<file path="src/rtl/demux_tdm.sv">
// demux_tdm: 4-slot time-division demultiplexer with atomic frame update,
// resync error detection and a wrapping count of complete frames.
module demux_tdm #(
    parameter int WIDTH = 1
) (
    input  logic             clk,
    input  logic             rst_n,
    input  logic [WIDTH-1:0] D,
    input  logic             valid,
    input  logic             sync,
    output logic [WIDTH-1:0] Y0,
    output logic [WIDTH-1:0] Y1,
    output logic [WIDTH-1:0] Y2,
    output logic [WIDTH-1:0] Y3,
    output logic [1:0]       S,
    output logic             quadro_ok,
    output logic             erro_quadro,
    output logic [7:0]       quadros
);
    localparam logic [0:0] IDLE = 1'b0;
    localparam logic [0:0] RECV = 1'b1;

    logic [0:0]       state_q, state_d;
    logic [1:0]       s_q, s_d;
    logic [WIDTH-1:0] sh0_q, sh0_d, sh1_q, sh1_d, sh2_q, sh2_d;
    logic [WIDTH-1:0] y0_q, y0_d, y1_q, y1_d, y2_q, y2_d, y3_q, y3_d;
    logic             ok_q, ok_d, err_q, err_d;
    logic [7:0]       cnt_q, cnt_d;

    always_comb begin
        state_d = state_q;
        s_d     = s_q;
        sh0_d   = sh0_q;
        sh1_d   = sh1_q;
        sh2_d   = sh2_q;
        y0_d    = y0_q;
        y1_d    = y1_q;
        y2_d    = y2_q;
        y3_d    = y3_q;
        ok_d    = 1'b0;
        err_d   = 1'b0;
        cnt_d   = cnt_q;
        if (valid) begin
            if (sync) begin
                // a sync while receiving throws away the partial frame
                err_d   = (state_q == RECV);
                sh0_d   = D;
                s_d     = 2'd1;
                state_d = RECV;
            end else if (state_q == RECV) begin
                sh1_d = (s_q == 2'd1) ? D : sh1_q;
                sh2_d = (s_q == 2'd2) ? D : sh2_q;
                s_d   = s_q + 2'd1;
                if (s_q == 2'd3) begin
                    y0_d    = sh0_q;
                    y1_d    = sh1_q;
                    y2_d    = sh2_q;
                    y3_d    = D;
                    ok_d    = 1'b1;
                    cnt_d   = cnt_q + 8'd1;
                    state_d = IDLE;
                end
            end
        end
    end

    always_ff @(posedge clk or negedge rst_n) begin
        if (!rst_n) begin
            state_q <= IDLE;
            s_q     <= '0;
            sh0_q   <= '0;
            sh1_q   <= '0;
            sh2_q   <= '0;
            y0_q    <= '0;
            y1_q    <= '0;
            y2_q    <= '0;
            y3_q    <= '0;
            ok_q    <= 1'b0;
            err_q   <= 1'b0;
            cnt_q   <= '0;
        end else begin
            state_q <= state_d;
            s_q     <= s_d;
            sh0_q   <= sh0_d;
            sh1_q   <= sh1_d;
            sh2_q   <= sh2_d;
            y0_q    <= y0_d;
            y1_q    <= y1_d;
            y2_q    <= y2_d;
            y3_q    <= y3_d;
            ok_q    <= ok_d;
            err_q   <= err_d;
            cnt_q   <= cnt_d;
        end
    end

    assign Y0          = y0_q;
    assign Y1          = y1_q;
    assign Y2          = y2_q;
    assign Y3          = y3_q;
    assign S           = s_q;
    assign quadro_ok   = ok_q;
    assign erro_quadro = err_q;
    assign quadros     = cnt_q;
endmodule

</file>
<file path="config.mk">
export PLATFORM = sky130hd
export DESIGN_NAME = demux_tdm
export DESIGN_NICKNAME = d
export VERILOG_FILES = /design/src/rtl/demux_tdm.sv
export SDC_FILE = /design/constraint.sdc
export NUM_CORES = 1
export LEC_CHECK = 0
export CORE_MARGIN = 5
export CORE_UTILIZATION = 42
export DETAILED_ROUTE_END_ITERATION = 16
export PLACE_DENSITY = 0.72
export SLEW_MARGIN = 25
export SYNTH_ARGS = -nofsm -noshare
export SYNTH_HDL_FRONTEND = slang
export SYNTH_SLANG_ARGS = --single-unit
</file>
<file path="constraint.sdc">
create_clock -name clk -period 1.4 [get_ports clk]
set_input_delay 0.28 -clock clk [delete_from_list [all_inputs] [get_ports clk]]
set_output_delay 0.28 -clock clk [all_outputs]
set_load 0.05 [all_outputs]
</file>
; ---- Word-level counts from Yosys, hierarchy flattened
; Cells that the tools add are included.
[word_totals]
word_cells = 35
output_inout_bits = 16
regBits = 20
[classes]
eq_ne = 3
n_mux = 11
n_reduce_logical = 6
bitwise = 1
add_sub_neg = 2
[ops]
columns = cell, count
row1 = $reduce_and A4 Y1, 3
row2 = $mux W1, 9
row3 = $add A8 B1 Y8 const B, 1
row4 = $eq A2 B2 Y1 const B, 2
row5 = $mux W2, 2
row6 = $reduce_and A2 Y1, 2
row7 = $add A2 B1 Y2 const B, 1
row8 = $eq A2 B1 Y1 const B, 1
row9 = $reduce_bool A2 Y1, 1
row10 = $not A1 Y1, 1

; ---- Depth between registers and ports, before layout
[depth]
word_depth = 5
depth_mapped = 5

; ---- Least setup slack after synthesis
; No wires, ideal clock.
[synth_path]
path_type = reg2reg
from = register s_q[0], in the netlist S[0]
to = register cnt_q[3], in the netlist quadros[3]
required_ns = 1.258
period_less_slack_ns = 1.742
path_stages_with_launch = 6
path_buffers = 0
arrival_ns = 1.600
slack_ns = -0.342
path_cell_list = dfrtp_1 -> ha_1 -> nand4b_4 -> clkinv_1 -> nand4_1 -> xnor2_1
[synth_via]
elab_chain_len = 2
[synth_rtl]
columns = element, line_no
row1 = start: declaration, 24  ; logic [1:0] s_q, s_d;
row2 = start signal: assignment, 70  ; s_q <= '0;
row3 = start signal: assignment, 83  ; s_q <= s_d;
row4 = $eq A2 B2 Y1, 54  ; if (s_q == 2'd3) begin
row5 = $reduce_and A4 Y1 (no source line), n/a
row6 = end signal: assignment, 93  ; cnt_q <= cnt_d;
row7 = end: declaration, 28  ; logic [7:0] cnt_q, cnt_d;
; No other way between the ends.
; A chain may end at the register's enable or synchronous reset.

; ---- Worst setup path after layout
[layout_path]
from = input sync
to = register sh2_q
[layout_via]
elab_chain_len = 2
[layout_rtl]
columns = element, line_no
row1 = start: declaration, 10  ; input logic sync,
row2 = $not A1 Y1 (no source line), n/a
row3 = $reduce_and A4 Y1 (no source line), n/a
row4 = end signal: assignment, 73  ; sh2_q <= '0;
row5 = end signal: assignment, 86  ; sh2_q <= sh2_d;
row6 = end: declaration, 25  ; logic [WIDTH-1:0] sh0_q, sh0_d, sh1_q, sh1_d, sh2_q, sh2_d;
; No other way between the ends.

==> run metrics <==
status=completed; pin count of the biggest net entering global routing=21; nets@finish=approximately 120; Flop pwr share=around 36%; Final Setup Violations=0; WHS=just over 300 ps; final-report hold violation count=0; Worst-Margin Slew=251 ps; Die H=between 50 and 60 um; GRT Overall Usage=between 10% and 20%; CP startpoint kind=input port; crit-path max FO=8; hold crit path type=input port to asynchronous set/reset pin; post-synthesis register bit count=20; Clock Tree Buf Depth=2; ys flop type=dfrtp_1; CTS Hold Bufs=0; logic gate share of total power=51.9%; die width=around 56 um; # IOs=21; worst setup path start=sync; relative slew slack=a little over four fifths; ANT cells=0; Final Max Tran Viols=0; Non-Filler Instances=approximately 130; Switching Share=roughly 40%; Min Clock Period, post-route=about 1300 ps; Peak VDD IR=approximately 1.4 mV; DR vias=630; Synth Area per Inst=11.4 sq um; DP Area=roughly 1300 sq um; I/O Buffers=20; Site Rows=16; DR iter-0 viols=6; Design Area, Final=about 1400 sq um; clock skew=just under 3 ps; Pint=between 0.0015 and 0.002 W; Post-synth EDFFs=0; DP HPWL=1.36 mm; area grow syn2layout=56.7%; WS Path Type=input port to flip-flop; overall die area=around 3100 sq um; CTS clk-pin slew, worst paths=roughly 100 ps; Synth top cells by count=nand2_1 (24), dfrtp_1 (20), ha_1 (4), xnor2_1 (4); Root Buffer=clkbuf_4; Area contributors post-synth=dfrtp_1 (57%), nand2_1 (10%), ha_1 (5.7%); Pwr per Cell Area=about 2000 nW/um^2; Max Cap Violations=0; DP Cell Count=roughly 130; Antenna Violating Nets Remaining=0; DR WL/cell=~13 um; Sink Count=20; first-pass GRT wire length=roughly 3.1 mm; Core ar.=1980 sq um; worst-skew pair later-pin latency=~300 ps; syn nets=86; Post-Synthesis Cells=77; Starting Density=between 40% and 50%; sequential area share after synthesis=between 50% and 60%; most common cell in the synthesized netlist=nand2_1; Reg2Reg Launch Point=S[1]$_DFFE_PN0P_; post-synthesis cell type count=20; critical path endpoint category=flip-flop; period utilization=between 90% and 100%; gp weighted congestion=about 0.76; net load switching power=approximately 0.0011 W; Worst EP required=1590 ps; Synth top area share=between 50 and 60%; Synth warnings=0; initial antenna violation count=0; total CTS buffers=3; ratio of cells with drive above 1 in the final layout=between 30% and 40%; Post-synth ARST share=100%; Fmax=between 700 and 800 MHz; DRC=0; synthesized cell area=approximately 900 sq um; cell taking the most area after synthesis=dfrtp_1; Lkg Pwr=around 0.66 nW; DRT Pass-1 Iters=4; vias per cell=between 4 and 5; Clk pwr share=about an eighth; crit path DAT=between 1500 and 2000 ps; WL final=1.68 mm; vias in the first global route=687; TritonCTS clock tree=built; H-tree depth=1; RSZ-0062 raised after global routing=no; GR Overflow Total=0
-- through the flow --
step | TNS (ps) | power (W) | setup WS (ps) | utilization, %
after global routing | 0 | 0.00288 | 11.9 | 69.6
final | 0 | 0.00272 | 72.3 | 69.6
after floorplan | -121 | 0.00165 | -51.5 | -
after detailed placement | -2920 | 0.00236 | -258 | 66.8
after global placement | -2090 | 0.00234 | -196 | 66.8
after CTS | 0 | 0.00270 | 41.3 | 68.6
-- path summary, 6_finish.rpt --
check	endpoint	slack, ps	cells after the start
max in group asynchronous	S[0]$_DFFE_PN0P_	870	2
worst max-delay path	sh2_q$_DFFE_PN0P_	70	4
min in group clk	Y0$_DFFE_PN0P_	470	2
worst max register to register	quadros[5]$_DFFE_PN0P_	90	4
worst min register to register	Y0$_DFFE_PN0P_	470	2
worst min-delay path	quadros[3]$_DFFE_PN0P_	310	2
-- what timing repair did --
action | in CTS | in global routing
gates resized for setup | 0 | 0
setup buffers | 0 | 1
endpoints found under the setup margin | 0 | 1
-- metal layers --
layer  global-route usage [%]  share of wire, %  wire, um
met5                        0                 0         0
met4                     7.29               2.0        33
met3                     4.87               6.7       112
met2                     22.3                52       879
met1                     12.8                39       650
-- logic make-up (layout without fill, tap and decap cells) --
logic type / count (synthesis) / count (layout) / share of synthesized area (%)
AO/OA/AOI/OAI: 6 / 6 / 4.40
XOR/XNOR: 7 / 7 / 6.96
adder cells (fa/ha/maj): 4 / 4 / 5.68
buffers and inverters: 4 / 32 / 1.85
flip-flops: 20 / 20 / 56.8
multiplexers: 3 / 3 / 3.83
AND/OR/NAND/NOR: 33 / 33 / 20.5
-- cell type report --
cell class	instances	area [sq um]
clock buffer	4	36.3
sequential	20	507
multi-input combinational	53	377
tap	27	33.8
inverter	3	16.3
timing repair buffer	25	410
fill	144	602
-- sequential cells by signal, summed over array words and instances, names as in the netlist --
signal       flops
quadros          8
S                2
Y0               1
Y1               1
Y2               1
Y3               1
erro_quadro      1
quadro_ok        1
sh0_q            1
sh1_q            1
sh2_q            1
state_q          1
-- cell usage in the layout (no fill, tap or decap) --
master and n:
dfrtp_1 15, clkinv_4 1, nor4_4 1, clkbuf_4 3, xnor2_1 4, clkbuf_8 1, nand3_1 1, and3b_2 1
mux2_2 3, ha_4 1, buf_12 17, nor3_1 2, inv_1 2, o22a_1 1, ha_1 3, nand4b_4 1
o21ai_0 3, dfrtp_2 5, o22ai_1 1, buf_4 4, a22o_1 1, nand2_1 24, nand4_1 2, and3_2 1
clkdlybuf4s50_1 4, xor2_1 3
-- critical path: stages --
cell	delay, ps
clkdlybuf4s50_1	590
and3b_2	250
nand2_1	70
mux2_2	330
-- power by group through the flow --
stage / clock [W] / sequential [W] / combinational [W]
floorplan: 0 / 0.00136 / 0.000291
global placement: 0 / 0.00101 / 0.00133
detailed placement: 0 / 0.00102 / 0.00135
CTS: 0.000346 / 0.00101 / 0.00135
global route: 0.000366 / 0.00101 / 0.00150
finish: 0.000323 / 0.000986 / 0.00142
Note: power is estimated with default switching activity, not from simulation.
